## config.mk

```make
export PLATFORM = sky130hd
export DESIGN_NAME = regfile_wr_arbiter
export DESIGN_NICKNAME = d
export VERILOG_FILES = /design/src/rtl/regfile_wr_arbiter.sv
export SDC_FILE = /design/constraint.sdc
export NUM_CORES = 1
export LEC_CHECK = 0
export CELL_PAD_IN_SITES_DETAIL_PLACEMENT = 0
export CELL_PAD_IN_SITES_GLOBAL_PLACEMENT = 1
export CORE_MARGIN = 5
export CORE_UTILIZATION = 30
export DETAILED_ROUTE_END_ITERATION = 8
export PLACE_DENSITY = 0.84
export SYNTH_ARGS = -nofsm -noshare
export SYNTH_HDL_FRONTEND = slang
export SYNTH_SLANG_ARGS = --single-unit
```

## constraint.sdc

```tcl
create_clock -name clock -period 2.8 [get_ports clock]
set_clock_uncertainty 0.2 [all_clocks]
set_input_delay 0.56 -clock clock [delete_from_list [all_inputs] [get_ports clock]]
set_output_delay 0.56 -clock clock [all_outputs]
set_load 0.05 [all_outputs]
```

## src/rtl/regfile_wr_arbiter.sv

```systemverilog
// ---------------------------------------------------------------------------
// regfile_wr_arbiter
//
// Purpose: merges two register-file write requesters (A and B) onto a single
// registered write port. At most one request is accepted per cycle. The
// accepted write appears on the write port one cycle later for exactly one
// cycle. Writes to register 0 are accepted and counted, but no strobe is
// issued because register 0 is hard-wired to zero.
//
// Configuration macro: REGFILE_WR_ARB_RR_EN
//   defined   -> round-robin arbitration using a 1-bit last_grant flag
//                (reset value LAST_B, so A wins the first contention).
//   undefined -> fixed priority, A always wins contention (B may starve).
//
// Ports:
//   clock            in   rising-edge clock
//   reset            in   asynchronous active-low reset
//   a_valid/a_addr/a_data   in   requester A write request
//   a_ready          out  requester A accepted this cycle (combinational)
//   b_valid/b_addr/b_data   in   requester B write request
//   b_ready          out  requester B accepted this cycle (combinational)
//   ctrl_writeEnable out  registered write strobe
//   ctrl_writeReg    out  registered write address
//   data_writeReg    out  registered write data
//   a_count/b_count  out  saturating count of accepted writes per requester
// ---------------------------------------------------------------------------
module regfile_wr_arbiter #(
  parameter int DATA_W = 32,
  parameter int ADDR_W = 5,
  parameter int CNT_W  = 8
) (
  input  logic              clock,
  input  logic              reset,
  input  logic              a_valid,
  input  logic [ADDR_W-1:0] a_addr,
  input  logic [DATA_W-1:0] a_data,
  output logic              a_ready,
  input  logic              b_valid,
  input  logic [ADDR_W-1:0] b_addr,
  input  logic [DATA_W-1:0] b_data,
  output logic              b_ready,
  output logic              ctrl_writeEnable,
  output logic [ADDR_W-1:0] ctrl_writeReg,
  output logic [DATA_W-1:0] data_writeReg,
  output logic [CNT_W-1:0]  a_count,
  output logic [CNT_W-1:0]  b_count
);

  localparam logic [CNT_W-1:0] CNT_MAX = '1;

  logic grant_a;
  logic grant_b;

`ifdef REGFILE_WR_ARB_RR_EN
  typedef enum logic {
    LAST_A = 1'b0,
    LAST_B = 1'b1
  } last_grant_e;

  last_grant_e last_grant_q;
  last_grant_e last_grant_d;

  always_ff @(posedge clock or negedge reset) begin
    if (!reset) begin
      last_grant_q <= LAST_B;
    end else begin
      last_grant_q <= last_grant_d;
    end
  end

  // Grants are gated by reset so nothing is accepted while reset is held.
  always_comb begin
    grant_a      = 1'b0;
    grant_b      = 1'b0;
    last_grant_d = last_grant_q;
    if (reset) begin
      if (a_valid && b_valid) begin
        // Contention: the requester that did not win last time goes now.
        if (last_grant_q == LAST_B) begin
          grant_a = 1'b1;
        end else begin
          grant_b = 1'b1;
        end
      end else begin
        grant_a = a_valid;
        grant_b = b_valid;
      end
    end
    if (grant_a) begin
      last_grant_d = LAST_A;
    end else if (grant_b) begin
      last_grant_d = LAST_B;
    end
  end
`else
  // Fixed priority: A always wins, B only goes when A is idle.
  always_comb begin
    grant_a = reset && a_valid;
    grant_b = reset && b_valid && !a_valid;
  end
`endif

  assign a_ready = grant_a;
  assign b_ready = grant_b;

  // Write port and counters
  logic              we_q,      we_d;
  logic [ADDR_W-1:0] wreg_q,    wreg_d;
  logic [DATA_W-1:0] wdata_q,   wdata_d;
  logic [CNT_W-1:0]  a_count_q, a_count_d;
  logic [CNT_W-1:0]  b_count_q, b_count_d;

  // Address/data only change when a strobe is actually issued; an idle cycle
  // or a register-0 write leaves the previous address/data on the port.
  always_comb begin
    we_d      = 1'b0;
    wreg_d    = wreg_q;
    wdata_d   = wdata_q;
    a_count_d = a_count_q;
    b_count_d = b_count_q;
    if (grant_a) begin
      if (a_count_q != CNT_MAX) begin
        a_count_d = a_count_q + 1'b1;
      end
      if (a_addr != '0) begin
        we_d    = 1'b1;
        wreg_d  = a_addr;
        wdata_d = a_data;
      end
    end else if (grant_b) begin
      if (b_count_q != CNT_MAX) begin
        b_count_d = b_count_q + 1'b1;
      end
      if (b_addr != '0) begin
        we_d    = 1'b1;
        wreg_d  = b_addr;
        wdata_d = b_data;
      end
    end
  end

  always_ff @(posedge clock or negedge reset) begin
    if (!reset) begin
      we_q      <= 1'b0;
      wreg_q    <= '0;
      wdata_q   <= '0;
      a_count_q <= '0;
      b_count_q <= '0;
    end else begin
      we_q      <= we_d;
      wreg_q    <= wreg_d;
      wdata_q   <= wdata_d;
      a_count_q <= a_count_d;
      b_count_q <= b_count_d;
    end
  end

  assign ctrl_writeEnable = we_q;
  assign ctrl_writeReg    = wreg_q;
  assign data_writeReg    = wdata_q;
  assign a_count          = a_count_q;
  assign b_count          = b_count_q;

endmodule
```

==> impl_metrics.ini <==
[cts]
cts_tree = yes
cts_sinks = 54
clock-root-buffer = clkbuf_8
cts_resized = 0
hold_buffers = 0
clk_pin_slew_ps = 90
clkLatencyLatePin_ps = 300
cts_setup_buffers = 0
htreeDepth = 2
cts_made_buffers = 5
cts_max_path_buffers = 2

[yosys]
synth-seq-cells = 54
syn_area_mm2 = 0.00273
ys_warn_count = 0
avgSynthCellArea_um2 = 9.87
yosys.area.top_type_share = 0.494
synth_mux_area_frac = 0.195
synthTopCellsByArea = dfrtp_1 (49%), nand2_1 (16%), mux2_4 (10%)
syn_inst = 277
synthAdderAreaFrac = 0.00915
synth_compound_area_frac = 0.0343
synth_fp_nets = 357
synthSimpleGateAreaFrac = 0.218
synthXorXnorAreaFrac = 0.0192
netlist-cell-type-count = 31
synth_seq_area_share = 0.494
synth_top_family_by_area = simple AND/OR/NAND/NOR gates
yosysTopAreaCell = dfrtp_1

[timing]
hold_viol_final = 0
timing.hold.ws_ps = 62.9
fin_crit_ps = 2510
grt_setup_unrepaired = false
worst_slew_pin_slew_ps = 542
finalCritPeriodShare = 0.898
timing.setup.tns_ps = 0
setup_viol = 0
fmax_mhz = 398
final_max_slew_viol_count = 0
relSlewSlack = 0.637

[final_layout]
final_nets = 494
syn_to_final_growth_pct = 58.0
drive_gt1_frac = 0.152
instances_no_fill = 524
mostFrequentLayoutCells = clkdlybuf4s50_1 (130), nand2_1 (117), dfrtp_1 (54)
stdcell_area_mm2 = 0.00432
final_common_cell = clkdlybuf4s50_1
fin_util = 0.490

[die]
core_area_mm2 = 0.00881
die-width_um = 105
initial_utilization = 0.310
die_area_mm2 = 0.0111
fp.dieH_um = 105
ioPinCount = 134
rows = 34

[global_route]
grt.total_usage = 0.141
grt_max_degree = 39
overflow = 0
grt_pass1_wl_um = 12700
antenna_found_initial = 1
grt_pass1_vias = 2547

[routing]
wl_um = 7720
num_vias = 2392
routedWlPerCell_um = 14.7
final_antenna_net_count = 0
dr.first_iter.drc_count = 57
vias_per_cell = 4.56
first_pass_iters = 4
drc = 0

[placed_design]
placed_cells = 515
gp_congestion = 0.744
portBuffers = 133
dpl_cell_area_mm2 = 0.00423
dp_hpwl_um = 6000

[setup_path]
cp_max_fo = 6
crit_type = in -> out
crit_arrival_ps = 1750
worstPathRequired_ps = 2040
endpoint_kind = output pin
cp-start-kind = primary input

[worst_hold_path]
min_path_type = in -> async

[power_and_ir_drop]
leakagePower_uw = 0.00196
p_per_area_mw_per_mm2 = 727
ir_drop_mv = 0.277

[run_status]
status = finished, final reports clean

[job]
maxCapViolations = 0
## synthesized netlist by cell type
cell type  number
nand4_1         2
clkinv_1        1
a21oi_1         4
mux2_2         21
or3_1           1
a41oi_1         1
nand3_1         7
nand3b_1        1
buf_2           1
nand2_1       117
xor2_1          2
a31oi_1         4
xnor2_1         4
or4_4           1
o21a_1          2
o21ai_2         2
buf_6           3
and4_1          3
nor3_1          1
nor2_1          7
or4_1           1
inv_1           2
dfrtp_1        54
mux2_4         19
and3_1          2
buf_1           1
a21boi_0        1
mux2i_1         1
nor4_1          1
clkbuf_1        8
ha_1            2
## final timing paths
| kind | slack (ps) | endpoint | from | cells past startpoint |
|---|---|---|---|---|
| worst max-delay path | 290 | b_ready | a_valid | 5 |
| worst min-delay path | 60 | b_count[3] | reset | 2 |
| worst max register to register | 910 | b_count[1] | b_count[0] | 4 |
| worst min register to register | 310 | data_writeReg[10] | data_writeReg[10] | 1 |
| max in group asynchronous | 1960 | ctrl_writeReg[0] | reset | 2 |
| min in group clock | 310 | data_writeReg[10] | data_writeReg[10] | 1 |
## power breakdown
group          internal [uW]  total, uW  leakage, uW  switching (uW)
sequential               963       1140     0.000651             173
combinational            625       1570      0.00126             943
clock                    200        438    0.0000482             238
## metrics by stage
| step | worst slack [ps] | total power, uW |
|---|---|---|
| CTS | 269 | 3190 |
| global placement | 150 | 2710 |
| finish | 287 | 3140 |
| detailed placement | 122 | 2730 |
| global route | 248 | 3310 |
| floorplan | 630 | 2120 |
## metal layers
layer	part of all wire	wire [um]	vias up	track usage
met5	0	0	-	0
met4	0.019	149	0	0.0412
met3	0.078	602	13	0.0495
met2	0.47	3630	86	0.230
met1	0.43	3340	1096	0.175
li1	-	-	1197	-
## final cells by class
class                           instances  area, um2
Fill cell                             858       4490
Timing Repair Buffer                  143       1420
Sequential cell                        54       1350
Multi-Input combinational cell        207       1310
Tap cell                              108        135
Clock buffer                            7       86.3
Inverter                                3       11.3
Clock inverter                          1       5.00
Antenna cell                            1       2.50
## flip-flops by register name, indices dropped and copies added, names as in the netlist
name and count:
a_count 8, data_writeReg 32, ctrl_writeEnable 1, ctrl_writeReg 5, b_count 8
## cell families (layout without fill, tap and decap cells)
family | count (synthesis) | count (layout)
AND/OR/NAND/NOR | 144 | 144
XOR/XNOR | 6 | 6
flip-flops | 54 | 54
buffers and inverters | 16 | 154
AO/OA/AOI/OAI | 14 | 14
other | 0 | 1
adder cells (fa/ha/maj) | 2 | 2
multiplexers | 41 | 41
## critical path, cell delays in order
cell and delay (ps):
clkdlybuf4s50_1 440, nand3b_1 270, buf_4 220, inv_1 110
buf_12 150
(Power assumes the default switching activity.)
